$ cat config.mk
export PLATFORM = sky130hd
export DESIGN_NAME = alb_mc
export DESIGN_NICKNAME = d
export VERILOG_FILES = /design/src/rtl/alb_mc.sv
export SDC_FILE = /design/constraint.sdc
export NUM_CORES = 1
export LEC_CHECK = 0
export CORE_MARGIN = 2
export CORE_UTILIZATION = 54
export CTS_BUF_LIST = sky130_fd_sc_hd__clkbuf_4 sky130_fd_sc_hd__clkbuf_8
export DETAILED_ROUTE_END_ITERATION = 10
export PLACE_DENSITY = 0.79
export SKIP_LAST_GASP = 1
export SLEW_MARGIN = 20
export SYNTH_ARGS = -nofsm -noshare
export SYNTH_HDL_FRONTEND = slang
export SYNTH_SLANG_ARGS = --single-unit
export TNS_END_PERCENT = 100
$ cat constraint.sdc
create_clock -name clk -period 3.7 [get_ports clk]
set_clock_uncertainty 0.2 [all_clocks]
set_input_delay 0.74 -clock clk [delete_from_list [all_inputs] [get_ports clk]]
set_output_delay 0.74 -clock clk [all_outputs]
set_load 0.005 [all_outputs]
$ cat src/rtl/alb_mc.sv
// Multi-cycle ALU: single-cycle add/sub/logic ops, iterative shift-add multiply,
// registered result and flags, carry register for chained ADC/SBC.
module alb_mc #(
    parameter int WIDTH = 10
) (
    input  logic             clk,
    input  logic             rst,
    input  logic [WIDTH-1:0] A,
    input  logic [WIDTH-1:0] B,
    input  logic             CI,
    input  logic [2:0]       ALB_MI,
    input  logic             in_valid,
    output logic             in_ready,
    output logic [WIDTH-1:0] F,
    output logic             CO,
    output logic             VO,
    output logic             NO,
    output logic             ZO,
    output logic             out_valid,
    input  logic             out_ready,
    output logic             busy,
    output logic             dbg_state
);

    // Handshake: a transfer happens on a rising edge where valid && ready are both high.
    // The producer holds its data while valid && !ready; ready never depends on valid.

    localparam int CW = $clog2(WIDTH);

    localparam logic [2:0] OP_ADD = 3'b000;
    localparam logic [2:0] OP_SUB = 3'b001;
    localparam logic [2:0] OP_ADC = 3'b010;
    localparam logic [2:0] OP_SBC = 3'b011;
    localparam logic [2:0] OP_AND = 3'b100;
    localparam logic [2:0] OP_OR  = 3'b101;
    localparam logic [2:0] OP_XOR = 3'b110;
    localparam logic [2:0] OP_MUL = 3'b111;

    typedef enum logic {
        S_RUN = 1'b0,
        S_MUL = 1'b1
    } state_t;

    state_t state, state_n;

    logic [WIDTH-1:0]   a_reg, a_n;
    logic [WIDTH-1:0]   b_reg, b_n;
    logic [2*WIDTH-1:0] acc, acc_n;
    logic [CW-1:0]      cnt, cnt_n;
    logic               c_reg, c_n;
    logic [WIDTH-1:0]   f_n;
    logic               co_n, vo_n, no_n, zo_n, ov_n;

    logic               accept;
    logic [WIDTH-1:0]   b_op;
    logic               cin;
    logic [WIDTH:0]     sum;
    logic [WIDTH-1:0]   alu_f;
    logic               alu_co, alu_vo;
    logic [2*WIDTH-1:0] addend, acc_sum;
    logic               last;
    logic               wr_en;
    logic [WIDTH-1:0]   wr_f;
    logic               wr_co, wr_vo;

    assign in_ready  = (state == S_RUN) && (!out_valid || out_ready);
    assign accept    = in_valid && in_ready;
    assign busy      = (state == S_MUL);
    assign dbg_state = state;

    // Single-cycle datapath; subtract variants share the adder with B inverted.
    always_comb begin
        b_op   = ((ALB_MI == OP_SUB) || (ALB_MI == OP_SBC)) ? ~B : B;
        cin    = 1'b0;
        alu_f  = '0;
        alu_co = 1'b0;
        alu_vo = 1'b0;
        case (ALB_MI)
            OP_ADD:  cin = CI;
            OP_SUB:  cin = 1'b1;
            default: cin = c_reg;
        endcase
        sum = {1'b0, A} + {1'b0, b_op} + {{WIDTH{1'b0}}, cin};
        case (ALB_MI)
            OP_ADD, OP_SUB, OP_ADC, OP_SBC: begin
                alu_f  = sum[WIDTH-1:0];
                alu_co = sum[WIDTH];
                alu_vo = (A[WIDTH-1] == b_op[WIDTH-1]) && (sum[WIDTH-1] != A[WIDTH-1]);
            end
            OP_AND:  alu_f = A & B;
            OP_OR:   alu_f = A | B;
            OP_XOR:  alu_f = A ^ B;
            default: alu_f = '0;
        endcase
    end

    // One multiplier bit per cycle; the last iteration's sum is the final product.
    assign addend  = b_reg[cnt] ? ({{WIDTH{1'b0}}, a_reg} << cnt) : '0;
    assign acc_sum = acc + addend;
    assign last    = (cnt == CW'(WIDTH - 1));

    always_comb begin
        state_n = state;
        a_n     = a_reg;
        b_n     = b_reg;
        acc_n   = acc;
        cnt_n   = cnt;
        ov_n    = out_valid;
        wr_en   = 1'b0;
        wr_f    = '0;
        wr_co   = 1'b0;
        wr_vo   = 1'b0;
        case (state)
            S_RUN: begin
                if (accept) begin
                    if (ALB_MI == OP_MUL) begin
                        a_n     = A;
                        b_n     = B;
                        acc_n   = '0;
                        cnt_n   = '0;
                        ov_n    = 1'b0;
                        state_n = S_MUL;
                    end else begin
                        wr_en = 1'b1;
                        wr_f  = alu_f;
                        wr_co = alu_co;
                        wr_vo = alu_vo;
                        ov_n  = 1'b1;
                    end
                end else if (out_valid && out_ready) begin
                    ov_n = 1'b0;
                end
            end
            S_MUL: begin
                acc_n = acc_sum;
                cnt_n = cnt + CW'(1);
                if (last) begin
                    wr_en   = 1'b1;
                    wr_f    = acc_sum[WIDTH-1:0];
                    wr_co   = |acc_sum[2*WIDTH-1:WIDTH];
                    ov_n    = 1'b1;
                    state_n = S_RUN;
                end
            end
            default: state_n = S_RUN;
        endcase
        f_n  = wr_en ? wr_f : F;
        co_n = wr_en ? wr_co : CO;
        vo_n = wr_en ? wr_vo : VO;
        no_n = wr_en ? wr_f[WIDTH-1] : NO;
        zo_n = wr_en ? (wr_f == '0) : ZO;
        c_n  = wr_en ? wr_co : c_reg;
    end

    always_ff @(posedge clk) begin
        if (rst) begin
            state     <= S_RUN;
            a_reg     <= '0;
            b_reg     <= '0;
            acc       <= '0;
            cnt       <= '0;
            c_reg     <= 1'b0;
            F         <= '0;
            CO        <= 1'b0;
            VO        <= 1'b0;
            NO        <= 1'b0;
            ZO        <= 1'b0;
            out_valid <= 1'b0;
        end else begin
            state     <= state_n;
            a_reg     <= a_n;
            b_reg     <= b_n;
            acc       <= acc_n;
            cnt       <= cnt_n;
            c_reg     <= c_n;
            F         <= f_n;
            CO        <= co_n;
            VO        <= vo_n;
            NO        <= no_n;
            ZO        <= zo_n;
            out_valid <= ov_n;
        end
    end

endmodule

# Word level (Yosys, flattened, before mapping)

Cells that the tools add are included.

Register bits after elaboration: 60
Output and inout port bits: 18
Bits in latches: 0
Input bits: 28
Memory bits (read-only): 0
Logic and storage cells: 87
Bits in writable memories: 0
Memories: 0

Reduce and logical (&&, ||, !) cells: 14
$lt $le $gt $ge: 1
$mul: 0
Muxes and demuxes: 37
$add $sub $neg: 4
Div/mod/pow operators: 0
Shifts and indexed selects: 1
Equal/unequal tests: 14
Bitwise gates (word level): 5

Operators by type and width:

| kind                  | number |
|---|---|
| $mux W20              | 3 |
| $mux W10              | 4 |
| $pmux W10 S4          | 1 |
| $pmux W20 S2          | 1 |
| $add A20 B20 Y20      | 1 |
| $pmux W10 S2          | 1 |
| $shl A10 B4 Y20       | 1 |
| $mux W1               | 18 |
| $eq A3 B3 Y1 const B  | 4 |
| $add A10 B10 Y11      | 1 |
| $add A11 B1 Y11       | 1 |
| $and A10 B10 Y10      | 1 |
| $logic_not A10 Y1     | 1 |
| $not A10 Y10          | 1 |
| $or A10 B10 Y10       | 1 |
| $pmux W1 S2           | 5 |
| $reduce_or A10 Y1     | 1 |
| $xor A10 B10 Y10      | 1 |
| $mux W4               | 2 |
| $pmux W4 S2           | 1 |
| $eq A3 B2 Y1 const B  | 2 |
| $lt A4 B5 Y1 const B  | 1 |
| $add A4 B1 Y4 const B | 1 |
| $bmux W1 S4           | 1 |
| other kinds (15)      | 21 |

# Logic depth before layout (Yosys ltp)

Depth in word-level cells: 11
Gate-level depth with buffers: 17
Gate-level depth less buffers: 15

# Least setup slack after synthesis

Ideal clock, no wire load.

Path type: register -> register
From: register cnt[0]
To: register c_reg
Setup slack: -357 ps
Library setup time: 134 ps
Stages on the path, launching flop included: 16
Period minus slack after synthesis: 4,057 ps
Required time: 3,366 ps
Path buffers: 2
Arrival: 3,723 ps
Cell sequence: dfxtp_1 -> clkbuf_1 -> mux4_2 -> nand2_1 -> a21o_1 -> clkbuf_1 -> o22ai_1 -> ha_1 -> a21o_1 -> a2111oi_2 -> a211oi_1 -> a21oi_2 -> nor3_1 -> a211o_2 -> nor4_2 -> a211oi_1

Word-level cells in the longest chain between the ends: 7
Elaborated cells on any way between the ends: 11
Classes of those cells: add/sub (1); eq/ne (1); shift (1); mux (7); reduce/logical (1)

RTL lines:

| what                          | line | source |
|---|---|---|
| start: declaration            | 49   | `logic [CW-1:0] cnt, cnt_n;` |
| start signal: assignment      | 174  | `cnt <= cnt_n;` |
| $bmux W1 S4                   | 98   | `assign addend = b_reg[cnt] ? ({{WIDTH{1'b0}}, a_reg} << cnt) : '0;` |
| $mux W1 (not written as such) | 98   |  |
| $mux W20                      | 98   |  |
| $add A20 B20 Y20              | 99   | `assign acc_sum = acc + addend;` |
| $reduce_or A10 Y1             | 140  | `wr_co = \|acc_sum[2*WIDTH-1:WIDTH];` |
| $mux W1                       | 137  | `if (last) begin` |
| $pmux W1 S2                   | 113  | `case (state)` |
| end signal: assignment        | 175  | `c_reg <= c_n;` |
| end: declaration              | 50   | `logic c_reg, c_n;` |

Parallel ways exist; a longest one is shown, timed or not. The select of a mux whose other input is x is not followed.
A chain may end at the register's enable or synchronous reset.

# Worst setup path after layout

From: register cnt[1]
To: register acc[14]

Word-level cells in the longest chain between the ends: 5
Elaborated cells on any way between the ends: 6
Classes of those cells: add/sub (1); shift (1); mux (4)

RTL lines:

| what                          | line | source |
|---|---|---|
| $bmux W1 S4                   | 98   |  |
| $mux W1 (not written as such) | 98   |  |
| $mux W20 (*)                  | 98   |  |
| $add A20 B20 Y20 (*)          | 99   |  |
| $pmux W20 S2 (*)              | 113  |  |
| end signal: assignment        | 173  | `acc <= acc_n;` |
| end: declaration              | 48   | `logic [2*WIDTH-1:0] acc, acc_n;` |

Every way passes the cells marked *; elsewhere a longest branch is shown, timed or not. The select of a mux whose other input is x is not followed.

==> results.ini <==
[critical_path]
worstPathArrival_ns=4.07
cp_common_cell=buf_4
crit_path_end_kind=flip-flop
criticalPathCategory=flip-flop to flip-flop
crit_path_max_fanout=8
max_stage_delay_ns=0.39
cpMaxStageDelayCell=dfxtp_4
critical_path.cell_chain=buf_4, mux4_2, nand2_2, a21o_4, buf_4, nor2_2, ha_4, and3_2, a2111o_1, a21o_1, a311o_1, a21oi_2, xnor2_2, buf_4, nand2_1, a21oi_1
cp.required_ns=3.80
startpoint_type=flip-flop

[sta]
relSlewSlack=0.5503
timing.fmax_mhz=251.7
worst_pin_slew_ns=0.6694
slew_viol_final=0
fin_hold_ws_ns=0.2612
tns_ns=-1.638
fin_ws_ns=-0.2730
finalHoldViolCount=0
min_period_over_period=1.074
min_period_ns=3.973
setup_viol=12
rsz0062_at_grt=yes

[floorplanning]
die_h_um=99.56
rows=34
start_util=0.5600
core_area_um2=8806
die_area_um2=9912
ios=46
die_x_um=99.56

[logic_synthesis]
synthMuxAreaShare=0.06572
synth-compound-area-share=0.2307
synth_fa_ha_area_frac=0.1391
synthCells=646
yosys_warnings=0
synth_edf_count=0
syn_area_um2=4931
synthXorXnorAreaFrac=0.05684
synth.distinct_cells=70
synthArstFlopShare=0
yosys.area_share.simple=0.2015
synth_fp_nets=727
ys_ff_latch=59
seq_area_frac_synth=0.2395
avgSynthCellArea_um2=7.633
ys.flop_type=dfxtp_1
synth_top_family_by_area=compound AO/OA/AOI/OAI gates

[route]
postRouteAntennaNets=0
dr.first_iter.drc_count=833
vias=6217
wirelength_um=20570
first_pass_iters=6
drc=0
avgRoutedWirePerCell_um=22.53
via_per_inst=6.809

[run_status]
violations=setup timing
outcome=finished, violations left

[layout]
antenna_cells=0
drive_above_1_share=0.3081
layout_common_cells=buf_4 (134), nand2_1 (87), a21oi_1 (66)
fillerInstances=527
layout_commonest_cell=buf_4
area_growth_pct=43.14
nets=881
largest_reg_flops=20
final_area_um2=7058
max_flop_register=acc

[power_and_ir_drop]
p_leak_nw=2.990
power.total_mw=1.900
power_density_nw_per_um2=269.2
ir_drop_mv=0.2212

[cts]
clock-sinks=59
clk_pin_slew_ns=0.08
numCtsBuffers=9
clkLatencyLatePin_ns=0.38
clockRootBuffer=clkbuf_8
htreeDepth=3
cts_tree=built
postCtsHoldBufs=0
ctsLongestPathBuffers=2

[grt]
globalRouteTotalUtil=0.3377
grt_antenna_before_repair=0
grt_max_degree=60
grt_pass1_vias=5534
grt-ovfl-total=0
grt_pass1_wl_um=26630

[placement]
dpl_cell_area_um2=6118
place_congestion=1.011
port_buffers=45
hpwlAfterDp_um=12160

[job]
cap_violations=0

[min_path]
hp-class=flip-flop to flip-flop

-- metrics by stage --
step                      std cells  worst slack, ns    util
after detailed placement        864          -0.4485  0.6948
after global placement          864          -0.3432  0.6948
after CTS                       888         -0.05039  0.7408
after floorplan                 646         -0.03226       -
final                           913          -0.2730  0.8015
after global routing            913          -0.4668  0.8015
-- cell usage after synthesis, types with 6 or more instances --
master	count	area (µm²)
nand2_1	90	337.8
a21oi_1	78	390.4
dfxtp_1	59	1181
ha_1	50	625.6
nor2_1	43	161.4
inv_1	38	142.6
clkbuf_1	28	105.1
xnor2_1	26	227.7
nand3_1	25	125.1
mux2i_1	20	200.2
o22ai_1	17	106.4
o21ai_0	16	80.08
nor3_1	15	75.07
a21o_1	9	67.56
a211oi_1	8	60.06
nand2b_1	8	50.05
mux2_2	7	78.83
and3_1	6	37.54
xor2_1	6	52.55
-- kinds of logic after synthesis --
logic type / Yosys count
adders and majority gates: 53
AOI/OAI and AO/OA: 179
DFF: 59
buffers and inverters: 78
xor gates and xnor gates: 32
and+or+nand+nor: 216
muxes: 29
-- critical path: cells and delay by family, from the launching register on --
family / cells / cell delay (ns)
mux: 1 / 0.24
simple gates: 4 / 0.63
fa+ha+maj: 1 / 0.27
xor+xnor: 1 / 0.17
buf+inv: 3 / 0.47
flops: 1 / 0.39
compound gates: 6 / 1.55
-- where the power goes --
part / switching, mW / internal [mW]
sequential: 0.0155 / 0.652
combinational: 0.232 / 0.216
clock: 0.333 / 0.452
total: 0.580 / 1.32
-- per-layer routing --
| metal | global-route usage | wire length, µm | vias up |
|---|---|---|---|
| met3 | 0.08152 | 2252 | 206 |
| met5 | 0 | 0 | - |
| met4 | 0.1665 | 1833 | 0 |
| met2 | 0.5868 | 9358 | 551 |
| li1 | - | - | 2611 |
| met1 | 0.3871 | 7127 | 2849 |
-- path summary, 6_finish.rpt --
path | startpoint | end | slack, ns | cells past startpoint
max | cnt[1]$_SDFFE_PP0P_ | acc[14]$_SDFFE_PP0P_ | -0.27 | 16
min | F[7]$_SDFFE_PP0P_ | F[7]$_SDFFE_PP0P_ | 0.26 | 2
max reg2reg | cnt[1]$_SDFFE_PP0P_ | acc[14]$_SDFFE_PP0P_ | -0.27 | 16
min reg2reg | F[7]$_SDFFE_PP0P_ | F[7]$_SDFFE_PP0P_ | 0.26 | 2
-- layout make-up --
cell class                 count  area [µm²]  share of cell area
clock buffer                   9       123.9             0.01755
sequential                    59        1189              0.1684
multi-input combinational    509        3826              0.5421
clock inverter                 7       123.9             0.01755
inverter                      38       146.4             0.02074
timing repair buffer         183        1514              0.2145
tap                          108       135.1             0.01915
-- what timing repair did --
action,4_1_cts,5_1_grt
gates resized for setup,23,70
pin swaps,6,23
setup buffers,9,25
endpoints found under the setup margin,8,12
(Power assumes the default switching activity.)
